**src/rtl/car_motion_controller.sv**
```systemverilog
// car_motion_controller
// Sequences the single car of a 2-way, 7-floor elevator: floor-to-floor travel timing,
// stop/pass decision at each floor, door dwell, and one-cycle clear strobes back to the
// hall and car button latches. All outputs are registered.
// Optional feature: define CAR_ESTOP_EN to add an active-high estop input that freezes
// motion and timers in place until released.
module car_motion_controller #(
    parameter int TRAVEL_CYCLES = 100,
    parameter int DOOR_CYCLES   = 200,
    parameter int CNT_W         = 16
) (
    input  logic        clk,
    input  logic        reset,
`ifdef CAR_ESTOP_EN
    input  logic        estop,
`endif
    input  logic [1:0]  nextDirection,
    input  logic [13:0] floorButton,
    input  logic [9:1]  internalButton,
    output logic [2:0]  currentFloor,
    output logic [1:0]  currentDirection,
    output logic        doorState,
    output logic        move,
    output logic [13:0] clearFloor,
    output logic [7:1]  clearInternal
);

    localparam logic [1:0] DIR_STOP = 2'b00;
    localparam logic [1:0] DIR_UP   = 2'b10;
    localparam logic [1:0] DIR_DOWN = 2'b01;
    localparam logic [CNT_W-1:0] TRAVEL_LOAD = CNT_W'(TRAVEL_CYCLES - 1);
    localparam logic [CNT_W-1:0] DOOR_LOAD   = CNT_W'(DOOR_CYCLES - 1);

    typedef enum logic [2:0] {SETTLE, IDLE, MOVE, ARRIVE, OPEN} stateType;

    stateType         state, stateNxt;
    logic [CNT_W-1:0] timer, timerNxt;
    logic [2:0]       floorNxt;
    logic [1:0]       dirNxt;
    logic             doorNxt, moveNxt;
    logic [13:0]      clearFloorNxt;
    logic [7:1]       clearInternalNxt;
    logic [2:0]       herePrev;       // {car, hallUp, hallDown} at this floor, last cycle

    logic carHere, hallUpHere, hallDownHere, here, reqAbove, reqBelow;
    logic atTop, atBottom, endFloor, wantUp, wantDown, openBtn, closeBtn;
    logic [2:0]  hereVec;
    logic        newHere, timerZero, stopHere, openEntry, openReload, frozen;
    logic [1:0]  clrDir;
    logic [13:0] hallClr;
    logic [7:1]  carClr;

`ifdef CAR_ESTOP_EN
    assign frozen = estop;
`else
    assign frozen = 1'b0;
`endif

    assign here      = carHere | hallUpHere | hallDownHere;
    assign hereVec   = {carHere, hallUpHere, hallDownHere};
    // Only freshly raised requests reload the door; a still-latched one must not keep it open
    assign newHere   = |(hereVec & ~herePrev);
    assign atTop     = (currentFloor == 3'd7);
    assign atBottom  = (currentFloor == 3'd1);
    assign endFloor  = atTop | atBottom;
    assign wantUp    = (nextDirection == DIR_UP);
    assign wantDown  = (nextDirection == DIR_DOWN);
    assign openBtn   = internalButton[8];
    assign closeBtn  = internalButton[9];
    assign timerZero = (timer == '0);
    // Opening from IDLE serves the floor with no travel direction, so both hall calls clear
    assign clrDir    = (state == IDLE) ? DIR_STOP : currentDirection;

    // Requests at the current floor and anywhere above / below it
    always_comb begin
        carHere      = 1'b0;
        hallUpHere   = 1'b0;
        hallDownHere = 1'b0;
        reqAbove     = 1'b0;
        reqBelow     = 1'b0;
        for (int f = 1; f <= 7; f++) begin
            if (int'(currentFloor) == f) begin
                carHere      = internalButton[f];
                hallUpHere   = floorButton[2*f-2];
                hallDownHere = floorButton[2*f-1];
            end else if (f > int'(currentFloor)) begin
                reqAbove = reqAbove | internalButton[f] | floorButton[2*f-2] | floorButton[2*f-1];
            end else begin
                reqBelow = reqBelow | internalButton[f] | floorButton[2*f-2] | floorButton[2*f-1];
            end
        end
    end

    // Clear strobes for serving the current floor in the current direction
    always_comb begin
        carClr  = '0;
        hallClr = '0;
        for (int f = 1; f <= 7; f++) begin
            if (int'(currentFloor) == f) begin
                carClr[f] = 1'b1;
                if (clrDir == DIR_UP && !endFloor) begin
                    hallClr[2*f-2] = 1'b1;
                end else if (clrDir == DIR_DOWN && !endFloor) begin
                    hallClr[2*f-1] = 1'b1;
                end else begin
                    hallClr[2*f-2] = 1'b1;
                    hallClr[2*f-1] = 1'b1;
                end
            end
        end
    end

    // Stop decision on arrival; an opposite-direction hall call alone never stops the car
    always_comb begin
        if (currentDirection == DIR_UP) begin
            stopHere = carHere | hallUpHere | atTop | ~reqAbove;
        end else if (currentDirection == DIR_DOWN) begin
            stopHere = carHere | hallDownHere | atBottom | ~reqBelow;
        end else begin
            stopHere = 1'b1;
        end
    end

    assign openEntry  = (state != OPEN) && (stateNxt == OPEN);
    assign openReload = (state == OPEN) && !frozen && (openBtn || newHere);

    // State register
    always_ff @(posedge clk or negedge reset) begin
        if (!reset) state <= SETTLE;
        else        state <= stateNxt;
    end

    // Next-state logic
    always_comb begin
        stateNxt = state;
        case (state)
            SETTLE: stateNxt = IDLE;
            IDLE: begin
                if (!frozen) begin
                    if (here)                       stateNxt = OPEN;
                    else if (wantUp && !atTop)      stateNxt = MOVE;
                    else if (wantDown && !atBottom) stateNxt = MOVE;
                end
            end
            MOVE:   if (!frozen && timerZero) stateNxt = ARRIVE;
            ARRIVE: if (!frozen) stateNxt = stopHere ? OPEN : MOVE;
            OPEN:   if (!frozen && !openReload && (closeBtn || timerZero)) stateNxt = SETTLE;
            default: stateNxt = SETTLE;
        endcase
    end

    // Next values of the registered outputs and the shared timer
    always_comb begin
        floorNxt         = currentFloor;
        dirNxt           = currentDirection;
        timerNxt         = timer;
        doorNxt          = (stateNxt == OPEN);
        moveNxt          = (stateNxt == MOVE) && !frozen;
        clearFloorNxt    = '0;
        clearInternalNxt = '0;
        case (state)
            IDLE: begin
                if (!frozen) begin
                    if (here) begin
                        dirNxt = DIR_STOP;
                    end else if (wantUp && !atTop) begin
                        dirNxt   = DIR_UP;
                        timerNxt = TRAVEL_LOAD;
                    end else if (wantDown && !atBottom) begin
                        dirNxt   = DIR_DOWN;
                        timerNxt = TRAVEL_LOAD;
                    end else begin
                        dirNxt = DIR_STOP;
                    end
                end
            end
            MOVE: begin
                if (!frozen) begin
                    if (timerZero)
                        floorNxt = (currentDirection == DIR_UP) ? currentFloor + 3'd1
                                                                : currentFloor - 3'd1;
                    else
                        timerNxt = timer - CNT_W'(1);
                end
            end
            ARRIVE: if (!frozen && !stopHere) timerNxt = TRAVEL_LOAD;
            OPEN: begin
                if (!frozen) begin
                    if (openReload)      timerNxt = DOOR_LOAD;
                    else if (closeBtn)   timerNxt = '0;
                    else if (!timerZero) timerNxt = timer - CNT_W'(1);
                end
            end
            default: ;
        endcase
        if (openEntry || openReload) begin
            timerNxt         = DOOR_LOAD;
            clearFloorNxt    = hallClr;
            clearInternalNxt = carClr;
        end
    end

    // Output, timer and request-snapshot registers
    always_ff @(posedge clk or negedge reset) begin
        if (!reset) begin
            currentFloor     <= 3'd1;
            currentDirection <= DIR_STOP;
            doorState        <= 1'b0;
            move             <= 1'b0;
            clearFloor       <= '0;
            clearInternal    <= '0;
            timer            <= '0;
            herePrev         <= '0;
        end else begin
            currentFloor     <= floorNxt;
            currentDirection <= dirNxt;
            doorState        <= doorNxt;
            move             <= moveNxt;
            clearFloor       <= clearFloorNxt;
            clearInternal    <= clearInternalNxt;
            timer            <= timerNxt;
            herePrev         <= hereVec;
        end
    end

endmodule
```
**config.mk**
```make
export PLATFORM = sky130hd
export DESIGN_NAME = car_motion_controller
export DESIGN_NICKNAME = d
export VERILOG_FILES = /design/src/rtl/car_motion_controller.sv
export SDC_FILE = /design/constraint.sdc
export NUM_CORES = 1
export LEC_CHECK = 0
export BUFFER_PORTS_ARGS = -buffer_cell sky130_fd_sc_hd__buf_2
export CORE_MARGIN = 4
export CORE_UTILIZATION = 60
export DETAILED_ROUTE_END_ITERATION = 8
export PLACE_DENSITY = 0.85
export RECOVER_POWER = 100
export SLEW_MARGIN = 20
export SYNTH_ARGS = -nofsm -noshare
export SYNTH_HDL_FRONTEND = slang
export SYNTH_SLANG_ARGS = --single-unit
```
**constraint.sdc**
```tcl
create_clock -name clk -period 6.4 [get_ports clk]
set_input_delay 0.64 -clock clk [delete_from_list [all_inputs] [get_ports clk]]
set_output_delay 0.64 -clock clk [all_outputs]
set_load 0.05 [all_outputs]
```
* Word level (Yosys, flattened, before mapping)
Index checks and enable logic that the tools add are counted.
** Storage, ports and cells
- Bits in registers :: 50
- Logic and storage cells :: 205
** Operators by class
- Add/subtract/negate cells :: 3
- Magnitude comparators :: 7
- Equal/unequal tests :: 25
- Multiplexer cells :: 91
- Bitwise gates (word level) :: 50
- Reductions and logical operators :: 20
** Operators with widths (number)
- 2-to-1 mux 16 bit :: 8
- case mux 16 bit (4 select lines) :: 1
- 2-to-1 mux 1 bit :: 62
- OR 1 bit :: 46
- == test 3 bit, second input constant :: 7
- 2-to-1 mux 3 bit :: 7
- 2-to-1 mux 2 bit :: 10
- zero test 16 bit :: 1
- subtractor 16 x 1 -> 16 bit, second input constant :: 1
- == test 3 x 2 -> 1 bit, second input constant :: 5
- case mux 3 bit (5 select lines) :: 1
- 2-to-1 mux 14 bit :: 1
- > comparator 3 bit, first input constant :: 4
- == test 3 x 1 -> 1 bit, second input constant :: 3
- logical AND 1 bit :: 7
- 2-to-1 mux 7 bit :: 1
- == test 2 x 1 -> 1 bit, second input constant :: 3
- == test 2 bit, second input constant :: 3
- > comparator 2 x 3 -> 1 bit, first input constant :: 2
- inequality test 3 bit, second input constant :: 2
- nonzero test 5 bit :: 1
- zero test 1 bit :: 4
- inequality test 4 x 1 -> 1 bit, second input constant :: 1
- AND reduction 4 bit :: 1
- 11 further kinds :: 14

* Logic depth before layout (Yosys ltp)
- Depth after elaboration :: 45
- Gate-level depth with buffers :: 15

* Least setup slack after synthesis
Ideal clock, no wire load.
- Path kind :: reg2reg
- Start point :: reg currentFloor[2]
- End point :: reg timer[14]
- Arrival :: 3.388 ns
- Data required time :: 6.323 ns
- Slack :: 2.935 ns
- Cell stages (with the launch flop) :: 14
- Path through :: dfrtp_1 buf_6 inv_1 buf_2 ha_1 buf_2 a22o_1 a221o_1 a31oi_4 nand3_2 o41a_4 and2_4 or4_1 a21oi_1
** On the way
- Longest elaborated chain between the ends :: 44
- Elaborated cells between the ends (all ways) :: 141
- Those cells by class :: order compare: 7; eq/ne: 13; mux: 62; bitwise: 46; reduce/logical: 13
** Ends and longest elaborated chain
- start, declared :: line 20 : output logic [2:0] currentFloor,
- start signal, assigned :: line 215 : currentFloor <= floorNxt;
- > comparator 1 x 3 -> 1 bit :: line 86 : end else if (f > int'(currentFloor)) begin
- 2-to-1 mux 1 bit :: line 86
- 2-to-1 mux 1 bit :: line 82 : if (int'(currentFloor) == f) begin
- OR 1 bit (3 in series) :: line 89 : reqBelow = reqBelow | internalButton[f] | floorButton[2*f-2] | floorButton[2*f-1];
- 2-to-1 mux 1 bit :: line 86
- 2-to-1 mux 1 bit :: line 82
- OR 1 bit (3 in series) :: line 89
- 2-to-1 mux 1 bit :: line 86
- [... 24 more ...]
- 2-to-1 mux 1 bit :: line 115 : if (currentDirection == DIR_UP) begin
- 2-to-1 mux 3 bit :: line 146 : ARRIVE: if (!frozen) stateNxt = stopHere ? OPEN : MOVE;
- case mux 3 bit (5 select lines) :: line 136 : case (state)
- == test 3 bit :: line 124 : assign openEntry = (state != OPEN) && (stateNxt == OPEN);
- logical AND 1 bit :: line 124
- logical OR 1 bit :: line 196 : if (openEntry || openReload) begin
- inequality test 4 x 1 -> 1 bit (no source line), or another cell as far along
- AND reduction 4 bit (no source line)
- end signal, assigned :: line 221 : timer <= timerNxt;
- end, declared :: line 37 : logic [CNT_W-1:0] timer, timerNxt;
Parallel ways exist; a longest one is shown, timed or not. The select of a mux whose other input is x is not followed.
A chain may end at the register's enable or synchronous reset.

* Final worst setup path
- Start point :: reg currentFloor[2]
- End point :: reg timer[12]
** On the way
- Elaborated cells between the ends (all ways) :: 141
- Those cells by class :: order compare: 7; eq/ne: 13; mux: 62; bitwise: 46; reduce/logical: 13
** RTL lines
- == test 3 x 2 -> 1 bit :: line 82
- 2-to-1 mux 1 bit (6 in series) :: line 82
- 2-to-1 mux 1 bit (*) :: line 82
- via hallDownHere :: line 45 : logic carHere, hallUpHere, hallDownHere, here, reqAbove, reqBelow;
- parallel branches: the longest is 13 deep, another holds case mux 3 bit (5 select lines)
Mark *: on every way through the listed nets, which the timed path passes. The select of a mux whose other input is x is not followed.

==> flow_summary.rst <==
.. list-table::
   :header-rows: 1

   * - Metric
     - Value
   * - Run status
     - complete, but fails checks
   * - Violated checks
     - max-capacitance violations, max-slew violations
   * - Area of the mapped netlist
     - 2900 um2
   * - Final setup fails
     - 0
   * - Asr flop ratio synth
     - 100%
   * - Antenna fix cells
     - 0
   * - Number of distinct standard cells referenced by the synthesized netlist
     - 57
   * - Critical path capture point type
     - flip-flop
   * - Via count of the first global-routing pass
     - 2455
   * - CTS H-Tree Depth
     - 2
   * - Transition at the pin with the smallest max-transition slack
     - 2.62 ns
   * - Most area-consuming cells after synthesis
     - sky130_fd_sc_hd__dfrtp_1 42%, sky130_fd_sc_hd__nor3_1 4.1%, sky130_fd_sc_hd__nand2_1 4.1%, sky130_fd_sc_hd__ha_1 3.5%, sky130_fd_sc_hd__a21oi_1 3.3%
   * - CTS root buf
     - sky130_fd_sc_hd__clkbuf_8
   * - Core box area
     - 4690 um2
   * - Setup repair after global routing missed its margin
     - false
   * - Global-route wire length before repair
     - 11700 um
   * - Half-perimeter wire length after detailed placement
     - 4840 um
   * - Fin Setup TNS
     - 0 ns
   * - Max Slew Vio Count
     - 51
   * - CTS sink cnt
     - 50
   * - Type of the worst setup path
     - flip-flop to flip-flop
   * - Static leakage
     - 1.32 nW
   * - Worst slew margin relative to its limit
     - -74.9%
   * - Worst hold slack across all endpoints
     - 0.563 ns
   * - Number of top-level pins
     - 55
   * - Final wirelength
     - 6700 um
   * - Num rows
     - 25
   * - Number of warnings printed during yosys synthesis
     - 0
   * - Maximum number of pins on one net before global-route repair
     - 51
   * - Cell chain of the critical path
     - inv_1 > ha_1 > nor4b_1 > a221oi_1 > o311ai_0 > a311oi_1 > o211ai_1 > and2_0 > o21ai_0 > a21oi_1
   * - Number of synthesized register bits
     - 50
   * - Register-to-Register Path Depth
     - 10
   * - First drt pass iteration count
     - 4
   * - CP startpoint
     - currentFloor[2]
   * - Final clock period utilization by the worst path
     - 76.1%
   * - Timing endpoint of the critical path
     - timer[12]
   * - WP depth
     - 10
   * - Count of port buffers added during placement
     - 54
   * - Post-synthesis to final-layout area growth
     - 9.02%
   * - Largest vdd supply drop
     - 0.284 mV
   * - Via-per-instance ratio
     - 6.22
   * - # hold bufs at CTS
     - 0
   * - Achievable frequency
     - 205 MHz
   * - FF-to-FF End
     - timer[12]
   * - Number of hold violations in the final report
     - 0
   * - Total routing usage reported by global routing
     - 24.2%
   * - Critical register-to-register path startpoint
     - currentFloor[2]
   * - Clock tree from TritonCTS
     - built
   * - Width of the die
     - 77.5 um
   * - Post-synthesis area per instance
     - 9.20 um2
   * - Number of buffer and inverter instances along the worst setup path
     - 1
   * - Share of cells above drive strength 1
     - 10.6%
   * - Cells after Synth
     - 315
   * - Critical path startpoint category
     - flip-flop
   * - Pwr Total
     - 0.00146 W
   * - Final global-route overflow total
     - 0
   * - Peak fanout along the critical path
     - 20
   * - Setup slack of the most critical reg-to-reg path
     - 1.53 ns
   * - Top-area cell type share of the netlist area
     - 42.3%
   * - Antenna Violating Nets Remaining
     - 0
   * - Post-layout util
     - 67.4%
   * - Drt drc
     - 0
   * - CTS buffer count
     - 5
   * - Starting DRT DRC Count
     - 217
   * - Routability cong.
     - 0.943
   * - Post-cts resize count
     - 0
   * - Clock latency at the later pin of the worst-skew pair
     - 0.31 ns
   * - Share of synthesized area occupied by flip-flops and latches
     - 43.2%
   * - Clock transition at the registers of the reported paths
     - 0.10 ns
   * - Kind of cell adding the most delay to the critical path
     - compound AO/OA/AOI/OAI gates
   * - Routed vias
     - 2576
   * - Cell type of the slowest stage on the worst timing path
     - sky130_fd_sc_hd__o311ai_0
   * - Top cell type by total area after synthesis
     - sky130_fd_sc_hd__dfrtp_1
   * - Die Y
     - 77.5 um
   * - Longest individual stage delay on the worst path
     - 0.87 ns
   * - Starting density of the core
     - 61.8%
   * - Final critical path time including I/O delays and setup
     - 4.87 ns
   * - Initial antenna violation count
     - 0
   * - Maximum capacitance violations
     - 1
   * - Min-delay worst type
     - flip-flop to flip-flop
   * - Longest Clk Path Bufs
     - 2
   * - Layout Nets
     - 395
   * - Primary FF master, synth
     - sky130_fd_sc_hd__dfrtp_1
   * - Post-route clock skew
     - 0.0112 ns
   * - Most frequent cell after synthesis
     - sky130_fd_sc_hd__dfrtp_1
   * - Worst path arrival time
     - 5.10 ns
   * - Synthesized net count
     - 350
   * - Number of post-CTS setup repair buffers
     - 0
   * - WL per Instance
     - 16.2 um
   * - CP Data Required Time
     - 6.63 ns
   * - Number of enable flip-flop cells after synthesis
     - 0
   * - Ranking of synthesized cells by instance count
     - 49 x sky130_fd_sc_hd__dfrtp_1, 32 x sky130_fd_sc_hd__nand2_1, 25 x sky130_fd_sc_hd__nor2_1
   * - DIE AREA
     - 6010 um2
   * - Power density relative to cell area
     - 462 nW/um2
power breakdown:
part | total [W] | leakage [nW] | internal (W) | switching (W)
registers | 0.000465 | 0.671 | 0.000384 | 0.0000817
logic | 0.000815 | 0.614 | 0.000260 | 0.000555
clock network | 0.000181 | 0.0362 | 0.0000748 | 0.000106
final cells by class:
type,instances,area (um2)
clock buffer,5,68.8
clock inverter,2,15.0
fill,427,1530
inverter,10,37.5
multi-input combinational,239,1490
sequential,50,1250
tap,54,67.6
timing repair buffer,54,234
sequential cells by signal, summed over array words and instances (netlist names):
| register | flops |
|---|---|
| state | 3 |
| timer | 16 |
| move | 1 |
| doorState | 1 |
| clearFloor | 14 |
| clearInternal | 7 |
| currentFloor | 3 |
| herePrev | 3 |
| currentDirection | 2 |
cells in the final DEF, fill, tap and decap left out, types with 8 or more instances in the layout:
cell                        n
sky130_fd_sc_hd__or3_1      8
sky130_fd_sc_hd__inv_1     10
sky130_fd_sc_hd__buf_2     25
sky130_fd_sc_hd__nand2b_1  11
sky130_fd_sc_hd__a21oi_1   18
sky130_fd_sc_hd__nor3_1    24
sky130_fd_sc_hd__nor2_1    25
sky130_fd_sc_hd__dfrtp_1   49
sky130_fd_sc_hd__o21ai_0   19
sky130_fd_sc_hd__nand2_1   32
sky130_fd_sc_hd__clkbuf_1  29
sky130_fd_sc_hd__ha_1       8
sky130_fd_sc_hd__nand3_1    8
sky130_fd_sc_hd__nor2b_1    9
cell families (layout without fill, tap and decap cells):
group	Yosys count	count (layout)	synth area share, %
mux	1	1	0.345
fa+ha+maj	9	9	3.80
compound gates	79	79	19.9
buf+inv	26	71	4.19
flops	50	50	43.2
xor+xnor	7	7	2.11
simple gates	143	143	26.4
worst min-delay path by stage:
stage / depth (start not counted) / from / to / slack [ns]
floorplan: 0 / reset / clearFloor[0] / 0.34
global placement: 2 / currentDirection[0] / currentDirection[0] / 0.52
detailed placement: 2 / currentDirection[0] / currentDirection[0] / 0.55
CTS: 1 / reset / clearFloor[4] / 0.56
global route: 2 / timer[9] / timer[9] / 0.59
finish: 2 / timer[8] / timer[8] / 0.56
through the flow:
stage / cells / instance area [um2] / setup WS, ns
5_1_grt: 414 / 3160 / 1.05
3_5_place_dp: 407 / 3160 / 2.00
2_1_floorplan: 315 / 2900 / 2.93
3_3_place_gp: 407 / 3160 / 2.22
6_report: 414 / 3160 / 1.53
4_1_cts: 414 / 3240 / 1.99
per-layer routing:
layer,wire length [um],share of wire (%),GRT usage [%],up-vias
li1,-,-,-,1232
met1,3000,45,34.1,1233
met2,3180,47,37.6,99
met3,426,6.4,4.99,12
met4,96,1.4,7.47,0
met5,0,0,0,-
worst register-to-register path: stages, from the launching register on:
cell and delay [ns]:
sky130_fd_sc_hd__dfrtp_1 0.72, sky130_fd_sc_hd__inv_1 0.33, sky130_fd_sc_hd__ha_1 0.40, sky130_fd_sc_hd__nor4b_1 0.52
sky130_fd_sc_hd__a221oi_1 0.18, sky130_fd_sc_hd__o311ai_0 0.87, sky130_fd_sc_hd__a311oi_1 0.13, sky130_fd_sc_hd__o211ai_1 0.61
sky130_fd_sc_hd__and2_0 0.67, sky130_fd_sc_hd__o21ai_0 0.19, sky130_fd_sc_hd__a21oi_1 0.17
No activity file was read; power rests on OpenSTA's default activity.
